--- src/rtl/bitscan_pkg.sv ---
// bitscan_pkg: state encodings and widths shared by the bitscan sequencer
package bitscan_pkg;
    typedef enum logic [1:0] {
        IDLE = 2'd0,
        SCAN = 2'd1,
        DONE = 2'd2
    } state_t;
    localparam int MASK_W = 32;
    localparam int IDX_W = 6;
    localparam logic [IDX_W-1:0] NONE_IDX = 6'd32;
endpackage

--- src/rtl/bitscan_sequencer_lsb_finder.sv ---
// lsb_finder: index of the lowest set bit, NONE_IDX for an all-zero vector
module lsb_finder
    import bitscan_pkg::*;
(
    input  logic [MASK_W-1:0] vec,
    output logic [IDX_W-1:0]  idx
);
    always_comb begin
        idx = NONE_IDX;
        for (int i = MASK_W - 1; i >= 0; i--)
            if (vec[i]) idx = IDX_W'(i);
    end
endmodule

--- src/rtl/bitscan_sequencer.sv ---
// bitscan_sequencer: issues the set-bit indices of a captured mask in ascending order
module bitscan_sequencer
    import bitscan_pkg::*;
(
    input  logic              clk,
    input  logic              reset_n,
    input  logic              start,
    input  logic [MASK_W-1:0] mask_in,
    input  logic              abort,
    input  logic              out_ready,
    output logic              out_valid,
    output logic [IDX_W-1:0]  out_idx,
    output logic              busy,
    output logic              done,
    output logic [IDX_W-1:0]  count
);
    state_t state, state_nxt;
    logic [MASK_W-1:0] remaining, rem_nxt;
    logic [IDX_W-1:0] cnt_nxt;
    logic xfer;

    lsb_finder u_lsb (.vec(remaining), .idx(out_idx));

    assign out_valid = state == SCAN && !abort;
    assign xfer = out_valid && out_ready;
    assign busy = state != IDLE;
    assign done = state == DONE;

    always_ff @(posedge clk or negedge reset_n) begin
        if (!reset_n) begin
            state <= IDLE;
            remaining <= '0;
            count <= '0;
        end else begin
            state <= state_nxt;
            remaining <= rem_nxt;
            count <= cnt_nxt;
        end
    end

    // clearing the lowest set bit; the last bit leaves remaining empty and ends the scan
    always_comb begin
        state_nxt = state;
        rem_nxt = remaining;
        cnt_nxt = count;
        if (state == IDLE && start) begin
            rem_nxt = mask_in;
            cnt_nxt = '0;
            state_nxt = mask_in != '0 ? SCAN : DONE;
        end else if (state == SCAN && abort) begin
            rem_nxt = '0;
            state_nxt = DONE;
        end else if (xfer) begin
            rem_nxt = remaining & (remaining - MASK_W'(1));
            cnt_nxt = count + IDX_W'(1);
            state_nxt = rem_nxt == '0 ? DONE : SCAN;
        end else if (state == DONE) begin
            state_nxt = IDLE;
        end
    end
endmodule
--- config.mk ---
export PLATFORM = sky130hd
export DESIGN_NAME = bitscan_sequencer
export DESIGN_NICKNAME = d
export VERILOG_FILES = /design/src/rtl/bitscan_pkg.sv /design/src/rtl/bitscan_sequencer_lsb_finder.sv /design/src/rtl/bitscan_sequencer.sv
export SDC_FILE = /design/constraint.sdc
export NUM_CORES = 1
export LEC_CHECK = 0
export CAP_MARGIN = 0
export CORE_MARGIN = 2
export CORE_UTILIZATION = 50
export CTS_BUF_LIST = sky130_fd_sc_hd__clkbuf_8
export DETAILED_ROUTE_END_ITERATION = 12
export GPL_TIMING_DRIVEN = 1
export PLACE_DENSITY = 0.78
export SLEW_MARGIN = 5
export SYNTH_ARGS = -nofsm -noshare
export SYNTH_HDL_FRONTEND = slang
export SYNTH_SLANG_ARGS = --single-unit
export TNS_END_PERCENT = 20
--- constraint.sdc ---
create_clock -name clk -period 4.4 [get_ports clk]
set_clock_uncertainty 0.2 [all_clocks]
set_input_delay 0.44 -clock clk [delete_from_list [all_inputs] [get_ports clk]]
set_output_delay 0.44 -clock clk [all_outputs]
set_load 0.02 [all_outputs]
==> flow_summary.ini, run 1 <==
[critical_path]
rr_worst_depth = 7
reg2reg_to = state[1]$_DFFE_PN0P_
critPathKind = register to output port
r2r_start = remaining[3]$_DFFE_PN0P_
worstPathRequired_ns = 3.76
cp.arrival_ns = 2.71
crit_path_max_fanout = 10
critPathLaunchType = register
rrSetupSlack_ns = 1.58
critPathCaptureType = output port

[synthesis]
synth-adder-area-share_pct = 1.28
yosysTopAreaCellShare_pct = 39.3
synthTopCellsByArea = dfrtp_1, nand2_1, a32o_1
synth_compound_area_share_pct = 25.5
synth_cells = 299
ys_seq_area_share_pct = 39.3
yosysUniqueCellTypes = 45
synth.mux.area_fraction_pct = 0.393
ys_ff_latch = 40
synth-simple-area-share_pct = 28.6
synth_top_area_cell = dfrtp_1
syn_area_per_cell_sq_um = 8.52
syn_area_sq_mm = 0.00255
yosys_warnings = 0
synth-xor-area-share_pct = 1.38
synth_top_family_by_area = simple AND/OR/NAND/NOR gates
synthesis.nets = 337

[clock_network]
cts_setup_buffers = 0
cts-buffers-inserted = 5
cts_sinks = 40
cts_max_level = 2
cts_tree = done
cts_root_buf = clkbuf_8
clk_latency_ns = 0.30
cts_buffer_depth = 2
cts_resized = 0
hold_buffers = 0
clk_pin_slew_ns = 0.08

[global_routing]
antenna_found_initial = 0
overflow = 0
grt_pass1_vias = 2322
gr-max-usage-layer = met2
grt.met3_usage_pct = 5.29
grtUsageTotal_pct = 25.3
use_met1_pct = 37.0
grt_start_max_net_pins = 41
grt_pass1_wl_um = 11100
globalRouteMet2Util_pct = 37.9

[drt]
postRouteAntennaNets = 0
drt-total-wl_um = 6610
drc = 0
first_pass_iters = 5
vias_per_cell = 6.06
vias = 2486
wl_per_cell_um = 16.1
drt_iter0_drc = 291

[sta]
tightestPinTransition_ns = 0.896
setup_ws_ns = 1.05
rsz0062_at_grt = no
setup_violations = 0
post-route-period-util_pct = 76.2
hold_violations = 0
fin_setup_tns_ns = 0
layout_min_cycle_time_ns = 3.35
fmax_mhz = 298
slew-limit-headroom_pct = 40.3
maxSlewViolCount = 0

[layout]
n_antenna_cell = 0
area_growth_pct = 26.1
fin_nets = 380
drive_above_1_share_pct = 7.00

[placed_design]
numPortBuffers = 51
gp_congestion = 0.892
post-place-ws_ns = 1.33
dpl.hpwl_um = 4760

[floorplan]
ioPinCount = 52
core.rowCount = 25
core_area_sq_mm = 0.00482
initial_core_util_pct = 52.9
die_h_um = 75.4
fp.dieArea_sq_mm = 0.00568
die_x_um = 75.4

[hold_path]
hold_class = input port to async pin

[power_and_ir_drop]
power_density_mw_per_mm2 = 735
power.internal_mw = 1.25
peakVddDrop_mv = 0.438
total_power_mw = 2.36
clock_power_share_pct = 14.1
comb_power_share_pct = 50.1
switching_share_pct = 47.1
p_seq_share_pct = 35.8
leakagePower_nw = 1.24
p_sw_mw = 1.11

[run_status]
status = finished clean

[run]
cap_violations = 0
worst max-delay path by stage:
| stage | from | to | slack [ns] |
|---|---|---|---|
| after floorplan | state[0]$_DFFE_PN0P_ | remaining[19]$_DFFE_PN0P_ | 1.78 |
| after global placement | abort | remaining[19]$_DFFE_PN0P_ | 1.43 |
| after detailed placement | abort | remaining[19]$_DFFE_PN0P_ | 1.33 |
| after CTS | remaining[3]$_DFFE_PN0P_ | out_idx[5] | 1.06 |
| after global routing | remaining[16]$_DFFE_PN0P_ | out_idx[0] | 0.84 |
| final | remaining[3]$_DFFE_PN0P_ | out_idx[5] | 1.05 |
cells in the final DEF, fill, tap and decap left out, types with 2 or more instances in the layout:
cell type	instances
nand4_1	7
or2_2	5
maj3_1	2
o31a_1	2
clkdlybuf4s50_1	50
o21bai_1	2
nor4_2	2
o311ai_0	5
o21ai_0	14
nor2b_1	2
dfrtp_1	40
a31oi_1	2
o211ai_1	10
o31ai_1	2
nor4_1	13
a211oi_1	2
nor4_4	2
a21oi_1	13
clkbuf_8	7
xor2_1	4
or3_1	5
a2111oi_0	7
a32o_1	17
nand2_1	50
nor3_1	11
inv_1	8
nand2b_1	2
nor2_1	32
nand3_1	6
per-stage QoR:
| step | cells | hold WS (ns) | area [sq um] | util [%] |
|---|---|---|---|---|
| floorplan | 299 | -0.0556 | 2550 | - |
| global placement | 402 | 0.325 | 3090 | 64.1 |
| detailed placement | 402 | 0.352 | 3090 | 64.1 |
| CTS | 410 | 0.0955 | 3210 | 66.7 |
| global route | 410 | 0.149 | 3210 | 66.7 |
| finish | 410 | 0.0630 | 3210 | 66.7 |
synthesized netlist by cell type (all sizes together):
master   number
o211ai       10
nand2b        2
nand4         8
o31ai         2
or2           7
buf           2
nand3         6
a21o          1
nor3         11
dfrtp        40
nor2         33
a2111oi       9
a21boi        1
maj3          2
clkbuf       14
and2          1
o21bai        2
or4           1
nor2b         2
inv           8
xor2          4
mux2i         1
o21ai        15
o311ai        6
o31a          2
nor4         17
a32o         17
a211oi        2
ha            1
o2111ai       1
a311oi        1
a21oi        13
a31oi         2
or3           5
nand2        50
sequential cells by signal, indices dropped and copies added (netlist names):
register	count
remaining	32
count	6
state	2
power by group through the flow:
| stage | registers (mW) | logic (mW) | clock network, mW |
|---|---|---|---|
| 3_5_place_dp | 0.841 | 1.17 | 0 |
| 5_1_grt | 0.881 | 1.31 | 0.352 |
| 4_1_cts | 0.836 | 1.18 | 0.334 |
| 6_report | 0.846 | 1.18 | 0.332 |
| 2_1_floorplan | 0.726 | 0.911 | 0 |
| 3_3_place_gp | 0.837 | 1.16 | 0 |
kinds of logic after synthesis:
| kind of cell | count (synthesis) |
|---|---|
| multiplexers | 1 |
| XOR/XNOR | 4 |
| adder cells (fa/ha/maj) | 3 |
| AND/OR/NAND/NOR | 143 |
| flip-flops | 40 |
| buffers and inverters | 24 |
| AO/OA/AOI/OAI | 84 |
critical path: stages (launching register included):
cell and delay (ns):
dfrtp_1 0.45, nor4_4 0.58, nand4_4 0.25, or2_2 0.38, nor2_1 0.13, clkdlybuf4s50_1 0.62
per-layer routing:
layer,up-vias,wire (um),share of wire [%]
met4,0,118,1.8
met2,68,3010,46
li1,1224,-,-
met1,1182,3070,46
met3,12,406,6.1
met5,-,0,0
cell type report:
class                   instances  area [sq um]
fillers                       442          1610
multi-input cells             235          1460
flip-flops and latches         40          1000
repair buffers                 52           513
clock buffers                   7          96.3
well taps                      67          83.8
clock inverters                 1          30.0
inverters                       8          30.0
(Power assumes the default switching activity.)
==> run 2, diff against run 1 <==
- clock period: 4.4 -> 3.14 ns (I/O delays scaled with it)
==> run 2 against run 1 <==
Compared with the run above: critical path depth is 3 higher; design area grew 1.9%; wire length grew 2.9%; die area unchanged; combinational power up 46%; cell count increased by 1.5%; flip-flop and latch count is the same; register-to-register slack worse by 1.3 ns; via count is 4.0% higher; global-route usage is 0.49 points higher; worst setup slack got worse by 0.92 ns; sequential share of layout area decreased by 0.53 points; largest power group unchanged.
==> flow_summary.ini, run 2 (synthesis gave the netlist of run 1 again) <==
[critical_path]
cp.arrival_ns = 2.50
critPathLaunchType = register
crit_path_max_fanout = 6
worstPathRequired_ns = 2.63
rr_worst_depth = 8
critPathCaptureType = output port
critPathKind = register to output port

[layout]
area_growth_pct = 28.4
top_regs = remaining (32), count (6), state (2)
drive_above_1_share_pct = 9.17
fin_nets = 386
largest_reg_flops = 32
multi_input_area_sq_mm = 0.00147
n_antenna_cell = 0
top_register = remaining
instances_no_fill = 416
layout_common_cells = nand2_1, clkdlybuf4s50_1, dfrtp_1
seqCellArea_sq_mm = 0.00100
fillerInstances = 423

[global_routing]
grt_start_max_net_pins = 41
grt_pass1_vias = 2326
antenna_found_initial = 0
grt_pass1_wl_um = 11000
grtUsageTotal_pct = 25.8
overflow = 0

[placed_design]
post-place-ws_ns = 0.319
numPortBuffers = 51
dpl.hpwl_um = 5000
dp_cells = 407
gp_congestion = 0.947

[clock_network]
cts_buffer_depth = 2
clk_pin_slew_ns = 0.07
clk_latency_ns = 0.30
cts-buffers-inserted = 5
cts_sinks = 40
cts_tree = done
cts_root_buf = clkbuf_8
cts_max_level = 2

[sta]
holdWs_ns = 0.353
setup_ws_ns = 0.126
fmax_mhz = 332
tightestPinTransition_ns = 0.877
slew-limit-headroom_pct = 41.5
setup_violations = 0
hold_violations = 0
layout_min_cycle_time_ns = 3.01
post-route-period-util_pct = 96.0
rsz0062_at_grt = no
maxSlewViolCount = 0
fin_setup_tns_ns = 0

[power_and_ir_drop]
power_density_mw_per_mm2 = 1040
total_power_mw = 3.39
peakVddDrop_mv = 0.697
leakagePower_nw = 1.27

[drt]
drc = 0
drt_iter0_drc = 236
first_pass_iters = 4
drt-total-wl_um = 6800
wl_per_cell_um = 16.4
vias_per_cell = 6.22
vias = 2586
postRouteAntennaNets = 0

[run]
cap_violations = 0

[hold_path]
hold_path_depth = 1
hold_class = register to register

[floorplan]
ioPinCount = 52
die_x_um = 75.4
core_area_sq_mm = 0.00482
initial_core_util_pct = 52.9
die_h_um = 75.4
fp.dieArea_sq_mm = 0.00568
core.rowCount = 25

[run_status]
status = finished clean
-- run 2: cell count changes in the layout (fill, tap and decap cells not counted) --
cell           delta
a2111oi_0         -2
a2111oi_1         +2
buf_4             +5
dfrtp_1           -1
dfrtp_2           +1
dlygate4sd3_1     +1
nor2_1            -1
nor2_2            +1
nor4_1            -1
nor4_2            +1
-- run 2: per-layer routing --
| layer | global-route usage, % | share of wire [%] |
|---|---|---|
| met3 | 6.75 | 8.7 |
| met2 | 40.5 | 46 |
| met1 | 35.3 | 44 |
| met5 | 0 | 0 |
| met4 | 7.60 | 1.2 |
-- run 2: layout make-up --
type | count | share of cell area [%]
Inverter | 8 | 0.918
Multi-Input combinational cell | 235 | 44.9
Clock buffer | 7 | 2.94
Timing Repair Buffer | 58 | 17.1
Sequential cell | 40 | 30.6
Tap cell | 67 | 2.56
Clock inverter | 1 | 0.918
-- run 2: final timing paths --
check	startpoint	end	slack, ns
worst max register to register	remaining[3]$_DFFE_PN0P_	state[1]$_DFFE_PN0P_	0.31
worst min-delay path	count[0]$_DFFE_PN0P_	count[0]$_DFFE_PN0P_	0.35
max in group asynchronous	reset_n	remaining[16]$_DFFE_PN0P_	1.69
worst max-delay path	remaining[27]$_DFFE_PN0P_	out_idx[1]	0.13
min in group asynchronous	reset_n	state[1]$_DFFE_PN0P_	0.45
worst min register to register	count[0]$_DFFE_PN0P_	count[0]$_DFFE_PN0P_	0.35
-- run 2: metrics by stage --
stage	utilization [%]	instance area, sq um
floorplan	-	2550
global placement	64.8	3120
detailed placement	64.8	3120
CTS	67.7	3260
global route	67.9	3270
finish	67.9	3270
-- run 2: critical path: stages (launching register included) --
cell             delay [ns]
dfrtp_1                0.43
nor2_1                 0.15
o31ai_1                0.09
a211oi_1               0.25
o31a_1                 0.16
o31ai_1                0.07
a2111oi_1              0.40
nor2_1                 0.10
clkdlybuf4s50_1        0.55
-- run 2: power by group --
part	internal (mW)	switching, mW
registers	0.740	0.459
clock network	0.281	0.186
logic	0.776	0.949
total	1.80	1.59
-- run 2: repair_timing --
action,CTS,global route
resized for setup,1,4
hold buffers,1,0
buffers inserted,0,0
hold endpoints to repair,40,0
setup endpoints to repair,1,2
pin swaps,0,1
==> run 3, diff against run 2 <==
- SETUP_SLACK_MARGIN: not set -> 0.4
==> run 3 against run 2 <==
Compared with the run above: largest power group unchanged; combinational power about the same; non-clock buffer count unchanged; worst setup slack improved by 0.18 ns; via count is 0.12% higher; design area grew 0.80%; core utilization increased by 0.55 points; total power up 0.41%; global-route usage barely moved; clock power is essentially flat; critical endpoint is now state[1]$_DFFE_PN0P_; clock-buffer cell count unchanged.
==> flow_summary.ini, run 3 (synthesis gave the netlist of run 1 again) <==
[placed_design]
gp_congestion = 0.947
post-place-ws_ns = 0.319
placed_area_sq_mm = 0.00312
numPortBuffers = 51
dp_cells = 407
dpl.hpwl_um = 5000

[sta]
setup_violations = 0
tightestPinTransition_ns = 0.880
fmax_mhz = 353
post-route-period-util_pct = 90.2
maxSlewViolCount = 0
fin_setup_tns_ns = 0
layout_min_cycle_time_ns = 2.83
rsz0062_at_grt = yes
slew-limit-headroom_pct = 41.4
setup_ws_ns = 0.308
hold_violations = 0

[drt]
wl_met2_um = 3170
wl_per_cell_um = 16.3
vias_per_cell = 6.22
drt_iter0_drc = 286
top_layer_used = met4
wl_met3_um = 616
postRouteAntennaNets = 0
drc = 0
drt-met1-wl_um = 2910
drt-total-wl_um = 6780
vias = 2589
first_pass_iters = 4

[critical_path]
slowest_delay_ns = 0.46
crit_chain = nor4_4, buf_4, nand3_1, a2111oi_0, a21oi_1, nor3_1, a311oi_1, o21ai_1
critPathCaptureType = register
slowest_stage = dfrtp_1
critPathLaunchType = register
path_delay_family = simple AND/OR/NAND/NOR gates
crit_path_max_fanout = 7
cp.arrival_ns = 2.86
path_buf_inv = 1
critPathKind = register to register
worstPathRequired_ns = 3.16

[layout]
fillerInstances = 419
fin_area_sq_mm = 0.00330
layout_common_cells = nand2_1, clkdlybuf4s50_1, dfrtp_1
top_register = remaining
instances_no_fill = 416
area_growth_pct = 29.5
n_antenna_cell = 0
largest_reg_flops = 32
layout_commonest_cell = nand2_1
drive_above_1_share_pct = 9.46
fin_nets = 386
top_regs = remaining (32), count (6), state (2)

[clock_network]
cts_max_level = 2
cts_setup_buffers = 0
cts_root_buf = clkbuf_8
cts_buffer_depth = 2
cts_tree = done
cts-buffers-inserted = 5
cts_sinks = 40
clk_pin_slew_ns = 0.08
clk_latency_ns = 0.30

[floorplan]
fp.dieArea_sq_mm = 0.00568
die_h_um = 75.4
ioPinCount = 52
core.rowCount = 25
core_area_sq_mm = 0.00482
die_x_um = 75.4
initial_core_util_pct = 52.9

[run_status]
status = finished clean

[global_routing]
grtUsageTotal_pct = 25.8
grt_pass1_wl_um = 11000
grt_pass1_vias = 2323
overflow = 0
antenna_found_initial = 0
grt_start_max_net_pins = 41

[power_and_ir_drop]
peakVddDrop_mv = 0.694
total_power_mw = 3.41
leakagePower_nw = 1.30
power_density_mw_per_mm2 = 1030

[run]
cap_violations = 0

[hold_path]
hold_class = register to register
[run 3: cell types whose count changed in the layout (fill, tap and decap cells not counted), sizes merged]
cell | before | now
dlygate4sd2 | 0 | 2
dlymetal6s2s | 0 | 2
clkdlybuf4s50 | 50 | 46
[run 3: power breakdown]
part           leakage [nW]  switching (mW)  internal, mW
registers             0.519           0.475         0.740
logic                 0.720           0.947         0.778
clock network        0.0645           0.185         0.280
[run 3: area by class of cell]
type	instances	area, sq um	share of cell area (%)
multi-input combinational	235	1490	45.3
sequential	40	1000	30.4
timing repair buffer	58	563	17.1
clock buffer	7	96.3	2.92
tap	67	83.8	2.54
clock inverter	1	30.0	0.910
inverter	8	30.0	0.910
[run 3: final timing paths]
| path | startpoint | end | slack, ns | cells past startpoint |
|---|---|---|---|---|
| setup / recovery | remaining[3]$_DFFE_PN0P_ | state[1]$_DFFE_PN0P_ | 0.31 | 8 |
| hold / removal | count[0]$_DFFE_PN0P_ | count[0]$_DFFE_PN0P_ | 0.35 | 1 |
| setup reg to reg | remaining[3]$_DFFE_PN0P_ | state[1]$_DFFE_PN0P_ | 0.31 | 8 |
| hold reg to reg | count[0]$_DFFE_PN0P_ | count[0]$_DFFE_PN0P_ | 0.35 | 1 |
| max in group asynchronous | reset_n | remaining[16]$_DFFE_PN0P_ | 1.68 | 2 |
| min in group asynchronous | reset_n | state[1]$_DFFE_PN0P_ | 0.45 | 2 |
[run 3: stage by stage]
stage                     hold WS, ns  utilization [%]
final                           0.353             68.5
after detailed placement        0.286             64.8
after floorplan                -0.182                -
after global routing            0.380             68.5
after global placement          0.287             64.8
after CTS                       0.356             68.1
[run 3: what timing repair did]
item                                    in CTS  in global routing
resized for setup                            7                  5
hold endpoints to repair                    40                  0
hold buffers                                 1                  0
pin swaps                                    0                  2
endpoints found under the setup margin       6                  8
[run 3: worst reg2reg max path, stage by stage, from the launching register on]
cell       delay, ns
dfrtp_1         0.46
nor4_4          0.41
buf_4           0.21
nand3_1         0.15
a2111oi_0       0.44
a21oi_1         0.10
nor3_1          0.45
a311oi_1        0.17
o21ai_1         0.16
[run 3: routing by layer]
metal	vias to the layer above	track usage, %
met5	-	0
met2	106	40.5
li1	1237	-
met3	11	6.75
met4	0	7.60
met1	1235	35.2
==> RTL change 1: new RTL, config.mk and constraints of run 2 <==
Reset style: synchronous (`reset_n`), changed in one clocked block.
--- a/src/rtl/bitscan_sequencer.sv
+++ b/src/rtl/bitscan_sequencer.sv
@@ -27,5 +27,5 @@
     assign done = state == DONE;
 
-    always_ff @(posedge clk or negedge reset_n) begin
+    always_ff @(posedge clk) begin
         if (!reset_n) begin
             state <= IDLE;
Formal check against the unedited RTL: differs if reset_n is asserted again (counterexample within 4 cycles, from zero or initial values and one cycle with reset_n low); with reset_n held inactive, the same outputs for 4 cycles.
==> RTL change 1 against run 2 <==
- synthesized cell count is 11% higher
- largest cell class unchanged
- global-route usage is 0.17 points lower
- die area is 2.3% higher
- area after synthesis is 2.4% higher
- count of clock-buffer cells in the layout is 1 lower
- first-iteration DRC count is 49% higher
- final area is 2.4% higher
- via count is 10% higher
- wire length is 9.4% higher
- setup slack worse by 0.014 ns
- sequential cell count stayed put
Power is not compared: it rests on default switching activity, and its combinational part moved more than twofold at a synthesized area within 25%.
==> RTL change 1: results (changes against run 2) <==
The met3 usage in global routing is 4.98% (was 6.75%). Synth top cells by count: 40 x dfxtp_1, 36 x nand2_1, 24 x nor2_1 (was 50 x nand2_1, 40 x dfrtp_1, 33 x nor2_1). The worst-case setup slack after placement is 0.119 ns (was 0.319 ns). The met1 routed wirelength after detailed routing is 3.22 mm (was 3.00 mm). The post-cts gate resize count is 0 (was 1). The detailed router's first-iteration violation count came out at 351 (was 236). The half-perimeter wire length after placement is 5.48 mm (was 5.00 mm). The multiplexer share of the synthesized area was 0.384% (was 0.393%). The share of synthesized cell area in full adder, half adder and majority cells came out at 1.25% (was 1.28%).

The met2 global-route usage is 42.7% (was 40.5%). The class of the worst hold path is flip-flop to flip-flop (unchanged). The global routing met1 resource utilization came to 33.2% (was 35.3%).

The fmax came to 330 MHz (was 332 MHz). The ratio of cells with drive above 1 in the final layout came out at 13.3% (was 9.17%). The number of cell instances on the worst register-to-register path is 7 (was 8).

The beginning of the worst register-to-register path was remaining[1]$_SDFFE_PN0P_ (was remaining[3]$_DFFE_PN0P_). The total power after layout is 0.00171 W. The slack of the worst reg-to-reg path came out at 0.11 ns (was 0.31 ns). The iteration count of the initial detailed-routing pass came out at 6 (was 4). The fraction of registers with async set/reset came out at 0% (was 100%).

The wire length on met3 came out at 530 µm (was 595 µm). The number of global-route vias before repair came out at 2575 (was 2326). The global-route wire length before repair came to 12.3 mm (was 11.0 mm).

The placed instance count came to 446 (was 407). The average cell area after synthesis came out at 7.88 µm² (was 8.52 µm²). The maximum net fanout on the critical path came out at 5 (was 6). Result of the run: finished, final reports clean (unchanged). The length of routed met2 wiring is 3.54 mm (was 3.13 mm). The placer congestion estimate came out at 0.884 (was 0.947). Synth top area cells: dfxtp_1 31%, a21boi_0 5.2%, nand2_1 5.2% (was dfrtp_1 39%, nand2_1 7.4%, a32o_1 6.7%). The XOR/XNOR share of the synthesized area came to 1.34% (was 1.38%). The sequential element share of the synthesized area came out at 30.7% (was 39.3%). The capturing point of the worst reg2reg path is state[0]$_SDFFE_PN0P_ (was state[1]$_DFFE_PN0P_).

The worst hold path depth is 2 (was 1). The net count after synthesis is 369 (was 337). The pin count of the biggest net entering global routing was 36 (was 41). The startpoint of the tightest hold check path is count[5]$_SDFFE_PP0P_ (was count[0]$_DFFE_PN0P_). The post-layout net count is 421 (was 386). The origin of the worst setup path was remaining[31]$_SDFFE_PN0P_ (was remaining[27]$_DFFE_PN0P_). The distinct cell type count after synthesis came to 57 (was 45). The total placed instance area came to 3240 µm² (was 3120 µm²). The post-route non-filler standard cell count is 454 (was 416). The post-detailed-route via-to-cell ratio is 6.27 (was 6.22).

The capture endpoint of the worst hold path was count[5]$_SDFFE_PP0P_ (was count[0]$_DFFE_PN0P_). The fraction of the mapped netlist area in compound gates is 29.8% (was 25.5%). The average routed wire per standard cell is 16.4 µm (about the same). The global-route usage over all layers is 25.6% (was 25.8%). The final hold slack is 0.285 ns (was 0.353 ns). The peak per-stage delay on the critical path came to 0.60 ns (was 0.55 ns). The relative max-transition margin is 57.1% (was 41.5%).
## RTL change 1: cell count changes after synthesis, moves of 9 or more
cell and delta:
a21boi_0 +17, a32o_1 -17, a32oi_1 +13, dfrtp_1 -40, dfxtp_1 +40, nand2_1 -14
nor2_1 -9, nor2b_1 +14
## RTL change 1: cells by family (layout without fill, tap and decap cells)
| family | count (synthesis) | after routing |
|---|---|---|
| AND/OR/NAND/NOR | 142 | 142 |
| AO/OA/AOI/OAI | 105 | 105 |
| flip-flops | 40 | 40 |
| buffers and inverters | 36 | 89 |
| XOR/XNOR | 4 | 4 |
| adder cells (fa/ha/maj) | 3 | 3 |
| multiplexers | 1 | 1 |
## RTL change 1: cell type report
| cell class | count | area (µm²) |
|---|---|---|
| clock buffer | 6 | 82.6 |
| clock inverter | 2 | 10.0 |
| fill | 456 | 1720 |
| inverter | 7 | 26.3 |
| multi-input combinational | 255 | 1660 |
| sequential | 40 | 802 |
| tap | 70 | 87.6 |
| timing repair buffer | 74 | 686 |
==> RTL change 2: new RTL, config.mk and constraints of run 2 <==
Made on the original files. Set the package constant `IDX_W` to 7 (it was 6).
--- a/src/rtl/bitscan_pkg.sv
+++ b/src/rtl/bitscan_pkg.sv
@@ -7,5 +7,5 @@
     } state_t;
     localparam int MASK_W = 32;
-    localparam int IDX_W = 6;
+    localparam int IDX_W = 7;
     localparam logic [IDX_W-1:0] NONE_IDX = 6'd32;
 endpackage
Interface: changed (resized count and out_idx); port bits go from 52 to 54. The function was not compared with the original's and may differ.
==> RTL change 2 against run 2 <==
- sequential cell count increased by 1
- total power decreased by 2.8%
- final area up 3.9%
- area after synthesis grew 4.8%
- setup slack improved by 0.00089 ns
- fmax hardly changed
- wire length is 12% higher
- utilization shrank 1.8 points
- critical path type unchanged
- highest routed layer unchanged
==> RTL change 2: results (changes against run 2) <==
The pin slew with the least headroom to its limit is 0.925 ns (was 0.877 ns). The XOR/XNOR share of the synthesized area is 1.64% (was 1.38%). The number of global-route vias before repair came out at 2501 (was 2326). The peak per-stage delay on the critical path came to 0.65 ns (was 0.55 ns).

The global routing met1 resource utilization is 39.5% (was 35.3%). The wire length on met3 came out at 451 µm (was 595 µm). The placed instance count is 427 (was 407). The capture endpoint of the worst hold path is count[6]$_DFFE_PN0P_ (was count[0]$_DFFE_PN0P_).

The post-layout net count was 403 (was 386). The global-route wire length before repair came out at 12.6 mm (was 11.0 mm). The slack of the worst reg-to-reg path came out at 0.26 ns (was 0.31 ns).

The power consumed by sequential cells is 0.00110 W (was 0.00120 W). Synth top area cells: dfrtp_1 38%, nand2_1 7.2%, a32o_1 6.0% (was dfrtp_1 39%, nand2_1 7.4%, a32o_1 6.7%). The origin of the worst setup path is remaining[7]$_DFFE_PN0P_ (was remaining[27]$_DFFE_PN0P_). The worst hold path depth is 2 (was 1). The gate family responsible for the most delay along the worst path is buffers and inverters (was compound AO/OA/AOI/OAI gates). The distinct cell type count after synthesis came out at 52 (was 45). The post-detailed-route via-to-cell ratio came out at 6.29 (was 6.22). The count of input and output buffers came out at 52 (was 51). The startpoint of the tightest hold check path is count[6]$_DFFE_PN0P_ (was count[0]$_DFFE_PN0P_). The half-perimeter wire length after placement is 5.53 mm (was 5.00 mm).

The fraction of the mapped netlist area in compound gates is 24.2% (was 25.5%). Result of the run: finished, final reports clean (unchanged). The total via count after detailed routing came out at 2741 (was 2586). The detailed router's first-iteration violation count was 263 (was 236).

Regs by FF count: remaining x32, count x7, state x2 (was remaining x32, count x6, state x2). The ratio of cells with drive above 1 in the final layout is 9.02% (was 9.17%). The length of routed met2 wiring came out at 3.48 mm (was 3.13 mm). The internal power contribution is 0.00175 W (was 0.00180 W). The multiplexer share of the synthesized area was 0.375% (was 0.393%). The leakage power total came out at 1.38 nW (was 1.27 nW). The met2 global-route usage is 40.3% (was 40.5%).

The iteration count of the initial detailed-routing pass came out at 5 (was 4). The sequential element share of the synthesized area came to 38.4% (was 39.3%). The met3 usage in global routing is 5.06% (was 6.75%). The share of synthesized cell area in full adder, half adder and majority cells is 0.469% (was 1.28%).

Synth top cells by count: 51 x nand2_1, 41 x dfrtp_1, 32 x nor2_1 (was 50 x nand2_1, 40 x dfrtp_1, 33 x nor2_1). The met1 routed wirelength after detailed routing is 3.52 mm (was 3.00 mm).
## RTL change 2: cell types whose count changed after synthesis, moves of 4 or more
cell,change
or4_1,+7
a2111oi_0,-5
nor3_1,-4
o21ai_0,+4
## RTL change 2: metrics by stage
stage	instance area, µm²	hold slack (ns)	utilization, %	setup WS [ns]	total power, W
final	3400	0.347	66.1	0.127	0.00330
after global routing	3400	0.360	66.1	0.00196	0.00356
after CTS	3390	0.355	65.9	0.0827	0.00327
after detailed placement	3270	0.297	63.6	0.231	0.00283
after global placement	3270	0.293	63.6	0.274	0.00281
after floorplan	2670	-0.182	-	0.561	0.00220
## RTL change 2: area by class of cell
type	instances	area, µm²	share of cell area (%)
Tap cell	70	87.6	2.58
Multi-Input combinational cell	247	1540	45.3
Inverter	6	22.5	0.663
Sequential cell	41	1030	30.2
Clock buffer	5	68.8	2.03
Timing Repair Buffer	64	612	18.0
Clock inverter	3	42.5	1.25
